--- src/rtl/cart_sram_pkg.sv ---
// Shared definitions for the cartridge SRAM sequencer.
// Holds the FSM state encoding and the default access/pulse width.
package cart_sram_pkg;

  localparam int WAIT_CYCLES_DEF = 2;

  typedef enum logic [2:0] {
    ST_IDLE     = 3'd0,
    ST_RD       = 3'd1,
    ST_WR_SETUP = 3'd2,
    ST_WR_PULSE = 3'd3,
    ST_WR_HOLD  = 3'd4
  } state_t;

endpackage

--- src/rtl/cart_sram_ctrl.sv ---
// Cartridge SRAM sequencer: download writes (one-entry holding reg, priority) and cart reads.
// Read data valid WAIT_CYCLES+1 after an idle strobe; downloads are never stalled, excess writes set overrun.
module cart_sram_ctrl
  import cart_sram_pkg::*;
#(
  parameter int ADDR_W      = 21,
  parameter int WAIT_CYCLES = WAIT_CYCLES_DEF
) (
  input  logic              clk_sys,
  input  logic              reset,
  input  logic              dl_active,
  input  logic              dl_wr,
  input  logic [ADDR_W-1:0] dl_addr,
  input  logic [7:0]        dl_data,
  input  logic              cart_rd,
  input  logic [19:0]       cart_a,
  output logic [7:0]        cart_d,
  output logic              cart_valid,
  output logic              overrun,
  output logic [ADDR_W-1:0] sram_a,
  output logic [7:0]        sram_dq_o,
  output logic              sram_dq_oe,
  input  logic [7:0]        sram_dq_i,
  output logic              sram_we_n,
  output logic              sram_oe_n
);

  localparam int CNT_W = (WAIT_CYCLES > 1) ? $clog2(WAIT_CYCLES) : 1;
  localparam logic [CNT_W-1:0] CNT_LAST = CNT_W'(WAIT_CYCLES - 1);

  state_t            state;
  logic [CNT_W-1:0]  cnt;
  logic              wr_pend;
  logic [ADDR_W-1:0] wr_addr;
  logic [7:0]        wr_data;
  logic              rd_pend;
  logic [ADDR_W-1:0] rd_addr;
  logic              dl_active_q;

  logic [ADDR_W-1:0] cart_a_ext;
  logic              wr_go;
  logic              rd_go;
  logic              hold_load;
  logic              wr_drop;
  logic              cnt_last;

  assign cart_a_ext = ADDR_W'(cart_a);
  assign cnt_last   = (cnt == CNT_LAST);
  // Strobes are dispatched at the edge they are sampled; a write always beats a read.
  assign wr_go      = (state == ST_IDLE) && (wr_pend || dl_wr);
  assign rd_go      = (state == ST_IDLE) && !wr_go && !dl_active && (rd_pend || cart_rd);
  // A strobe is held when it cannot go straight out, or when the held write leaves this edge.
  assign hold_load  = dl_wr && (wr_pend ? wr_go : !wr_go);
  assign wr_drop    = dl_wr && wr_pend && !wr_go;

  always_ff @(posedge clk_sys or posedge reset) begin
    if (reset) begin
      wr_pend     <= 1'b0;
      wr_addr     <= '0;
      wr_data     <= 8'h00;
      rd_pend     <= 1'b0;
      rd_addr     <= '0;
      overrun     <= 1'b0;
      dl_active_q <= 1'b0;
    end else begin
      dl_active_q <= dl_active;
      if (hold_load) begin
        wr_pend <= 1'b1;
        wr_addr <= dl_addr;
        wr_data <= dl_data;
      end else if (wr_go) begin
        wr_pend <= 1'b0;
      end
      if (dl_active) begin
        rd_pend <= 1'b0;
      end else if (cart_rd) begin
        rd_pend <= !rd_go;
        rd_addr <= cart_a_ext;
      end else if (rd_go) begin
        rd_pend <= 1'b0;
      end
      if (dl_active && !dl_active_q) overrun <= 1'b0;
      if (wr_drop)                   overrun <= 1'b1;
    end
  end

  always_ff @(posedge clk_sys or posedge reset) begin
    if (reset) begin
      state      <= ST_IDLE;
      cnt        <= '0;
      sram_a     <= '0;
      sram_dq_o  <= 8'h00;
      sram_dq_oe <= 1'b0;
      sram_we_n  <= 1'b1;
      sram_oe_n  <= 1'b1;
      cart_d     <= 8'hFF;
      cart_valid <= 1'b0;
    end else begin
      cart_valid <= 1'b0;
      case (state)
        ST_IDLE: begin
          if (wr_go) begin
            state      <= ST_WR_SETUP;
            sram_a     <= wr_pend ? wr_addr : dl_addr;
            sram_dq_o  <= wr_pend ? wr_data : dl_data;
            sram_dq_oe <= 1'b1;
          end else if (rd_go) begin
            state     <= ST_RD;
            sram_a    <= cart_rd ? cart_a_ext : rd_addr;
            sram_oe_n <= 1'b0;
            cnt       <= '0;
          end
        end
        ST_RD: begin
          if (cnt_last) begin
            state      <= ST_IDLE;
            sram_oe_n  <= 1'b1;
            cart_d     <= sram_dq_i;
            cart_valid <= 1'b1;
          end else begin
            cnt <= cnt + CNT_W'(1);
          end
        end
        ST_WR_SETUP: begin
          state     <= ST_WR_PULSE;
          sram_we_n <= 1'b0;
          cnt       <= '0;
        end
        ST_WR_PULSE: begin
          if (cnt_last) begin
            state     <= ST_WR_HOLD;
            sram_we_n <= 1'b1;
          end else begin
            cnt <= cnt + CNT_W'(1);
          end
        end
        ST_WR_HOLD: begin
          state      <= ST_IDLE;
          sram_dq_oe <= 1'b0;
        end
        default: begin
          state      <= ST_IDLE;
          sram_we_n  <= 1'b1;
          sram_oe_n  <= 1'b1;
          sram_dq_oe <= 1'b0;
        end
      endcase
    end
  end

endmodule

--- config.mk ---
export PLATFORM = sky130hd
export DESIGN_NAME = cart_sram_ctrl
export DESIGN_NICKNAME = d
export VERILOG_FILES = /design/src/rtl/cart_sram_pkg.sv /design/src/rtl/cart_sram_ctrl.sv
export SDC_FILE = /design/constraint.sdc
export NUM_CORES = 1
export LEC_CHECK = 0
export ABC_AREA = 0
export CORE_AREA = 2 2 94 96
export CTS_CLUSTER_SIZE = 24
export DETAILED_ROUTE_END_ITERATION = 8
export DIE_AREA = 0 0 96 98
export HOLD_SLACK_MARGIN = 0.03
export PLACE_DENSITY = 0.84
export REMOVE_ABC_BUFFERS = 1
export SLEW_MARGIN = 40
export SYNTH_ARGS = -nofsm -noshare
export SYNTH_HDL_FRONTEND = slang
export SYNTH_SLANG_ARGS = --single-unit
export TNS_END_PERCENT = 20
--- constraint.sdc ---
create_clock -name clk_sys -period 4.87 [get_ports clk_sys]
set_clock_uncertainty 0.1 [all_clocks]
set_input_delay 0.974 -clock clk_sys [delete_from_list [all_inputs] [get_ports clk_sys]]
set_output_delay 0.974 -clock clk_sys [all_outputs]
set_load 0.1 [all_outputs]
==> results by group <==
Clock network
  • H-tree depth: 3
  • CTS max path bufs: 2
  • Clock-pin slew on the worst setup and hold paths: 0.09 ns
  • CTS tree: yes
  • Hold_buf cts: 0
  • Postcts setup bufs: 0
  • Root Buffer: clkbuf_8
  • Clock Sinks: 99
  • CTS resizes: 0
  • CTS Buf Count: 9
  • Clock insertion delay at the later pin of the skew report: 0.36 ns

Drt
  • DR iter-0 viols: 183
  • Drt wl/cell: 17.12 µm
  • Avg Vias per Cell: 5.493
  • Via total after detailed routing: 3142
  • Residual DRC count: 0
  • Routed Antenna Nets: 0
  • Total Wirelength: 9.795 mm
  • DR pass1 iterations: 5

Finish
  • Area delta synth->final: 25.57%
  • Nets: 522
  • Commonest non-fill, non-tap cells in the layout: dfrtp_1 (89), mux2_2 (67), clkdlybuf4s50_1 (61)
  • Diodes inserted: 0
  • Layout cells sized above 1: 31.90%
  • Most common cell after layout, fill and taps aside: dfrtp_1

GRT
  • Congestion Overflow GR: 0
  • Tot GR Track Use: 21.92%
  • Initial antenna violation count: 0
  • Largest net degree at the start of global routing: 81
  • First-pass GRT wire length: 16.06 mm
  • Vias in the first global route: 3281

Floorplanning
  • Chip width: 96 µm
  • Placeable Area: 8466 µm²
  • I/O pin cnt: 104
  • Starting Density: 52.13%
  • Die height: 98 µm
  • FP Rows: 34
  • Die area: 9408 µm²

Logic synthesis
  • Syn avg cell area: 12.16 µm²
  • Post-synthesis cell count: 363
  • Synthesized flop and latch total: 99
  • Sequential area share after synthesis: 56.42%
  • Synth unique cells: 38
  • Yosys warns: 0
  • Post-synth top area share: 50.47%
  • Area leader, netlist: dfrtp_1
  • Mapped cell area: 4413 µm²
  • Top cells by area, synth: dfrtp_1 (50%), mux2_2 (17%), dfstp_2 (6.0%)

Placed design
  • HPWL after DPL: 6.697 mm
  • Placer Congestion: 0.8171
  • IO buf count: 103

Timing
  • Period minus WS final: 3.124 ns
  • TNS Setup: 0 ns
  • Worst-margin pin slew: 0.7729 ns
  • Fmax: 320.1 MHz
  • Slew headroom: 48.47%
  • Tcrit/Tclk final: 64.15%
  • Max Slew Vio Count: 0
  • Hold Vio Cnt, Final: 0
  • Final setup violation count: 0
  • RSZ-0062 raised after global routing: no

Min path
  • Min-Delay Path Class: register to register

Setup path
  • Critical path capture point type: register
  • Worst-path maximum fanout: 18
  • Worst setup SP type: input pin
  • Crit Path Category: input pin to register
  • Critical path required time: 5.05 ns
  • WP data arrival: 3.31 ns

Flow run
  • Maxcap violations: 0

Status
  • Status: finished, final reports clean
-- synth_stat cells --
cell / number
mux2_2: 67
mux2_1: 6
a21o_1: 1
nand2_1: 28
o22ai_1: 3
maj3_1: 1
o21bai_1: 1
nand2b_1: 5
o221ai_1: 16
o22a_1: 4
a211oi_1: 1
dfrtp_1: 89
or2_2: 1
buf_6: 3
a222oi_1: 2
a21oi_4: 1
nand3_1: 1
a2bb2oi_1: 1
clkbuf_1: 6
nor3_2: 2
o21ai_1: 1
a32o_1: 1
o21ai_0: 9
nor2b_1: 2
buf_4: 4
dfstp_2: 10
inv_1: 5
and2_1: 1
a21oi_1: 24
a221oi_1: 1
or3_1: 1
a22o_1: 1
o2bb2ai_1: 1
buf_2: 11
nor2_1: 38
clkinv_1: 1
mux2i_1: 12
inv_2: 1
-- stage by stage --
step	utilization, %	setup slack (ns)	instance area [µm²]	instances	hold slack (ns)
5_1_grt	65.46	1.586	5542	572	0.4231
2_1_floorplan	-	1.222	4272	339	0.3580
6_report	65.46	1.746	5542	572	0.3916
3_3_place_gp	64.85	1.376	5490	554	0.3632
3_5_place_dp	62.90	1.359	5325	557	0.3718
4_1_cts	65.46	1.728	5542	572	0.3959
-- final cells by class --
cell class / count / area, µm²
clock buffers: 11 / 141.4
inverters: 7 / 31.28
well taps: 108 / 135.1
repair buffers: 110 / 888.4
clock inverters: 4 / 75.07
fillers: 676 / 2924
flip-flops and latches: 99 / 2490
multi-input cells: 233 / 1780
-- state kept, by name, indices dropped and copies added (netlist names) --
register and count:
wr_addr 21, wr_pend 1, dl_active_q 1, rd_addr 21
overrun 1, sram_dq_o 8, state 3, sram_oe_n 1
sram_we_n 1, sram_dq_oe 1, cnt 1, rd_pend 1
cart_d 8, wr_data 8, sram_a 21, cart_valid 1
-- critical path, stage by stage --
cell	delay, ns
clkdlybuf4s50_1	0.72
o21bai_1	0.48
nand2b_1	0.67
o221ai_1	0.25
a21oi_1	0.20
-- path summary, 6_finish.rpt --
kind                       slack, ns          from      endpoint  cells past startpoint
setup / recovery                1.75       cart_rd    sram_a[10]                      5
hold / removal                  0.39  sram_dq_o[1]  sram_dq_o[1]                      2
setup reg to reg                2.49      state[2]   wr_addr[13]                      6
hold reg to reg                 0.39  sram_dq_o[1]  sram_dq_o[1]                      2
max in group asynchronous       2.89         reset  sram_dq_o[0]                      3
min in group asynchronous       1.04         reset  sram_dq_o[6]                      2
-- metal layers --
| layer | GRT usage [%] | vias up | wire (µm) |
|---|---|---|---|
| li1 | - | 1482 | - |
| met1 | 29.81 | 1542 | 4296 |
| met2 | 34.88 | 109 | 4720 |
| met3 | 5.478 | 9 | 690 |
| met4 | 6.264 | 0 | 89 |
| met5 | 0 | - | 0 |
-- cell families (layout without fill, tap and decap cells) --
family / count (synthesis) / after routing / share of synthesized area (%)
compound gates: 68 / 68 / 10.60
fa+ha+maj: 1 / 1 / 0.2268
buf+inv: 31 / 132 / 3.799
flops: 99 / 99 / 56.42
mux: 85 / 85 / 21.35
simple gates: 79 / 79 / 7.599
Power is left out: the tool's default activity adds up to more than one toggle a clock period on the data nets, which glitch-free logic cannot reach.
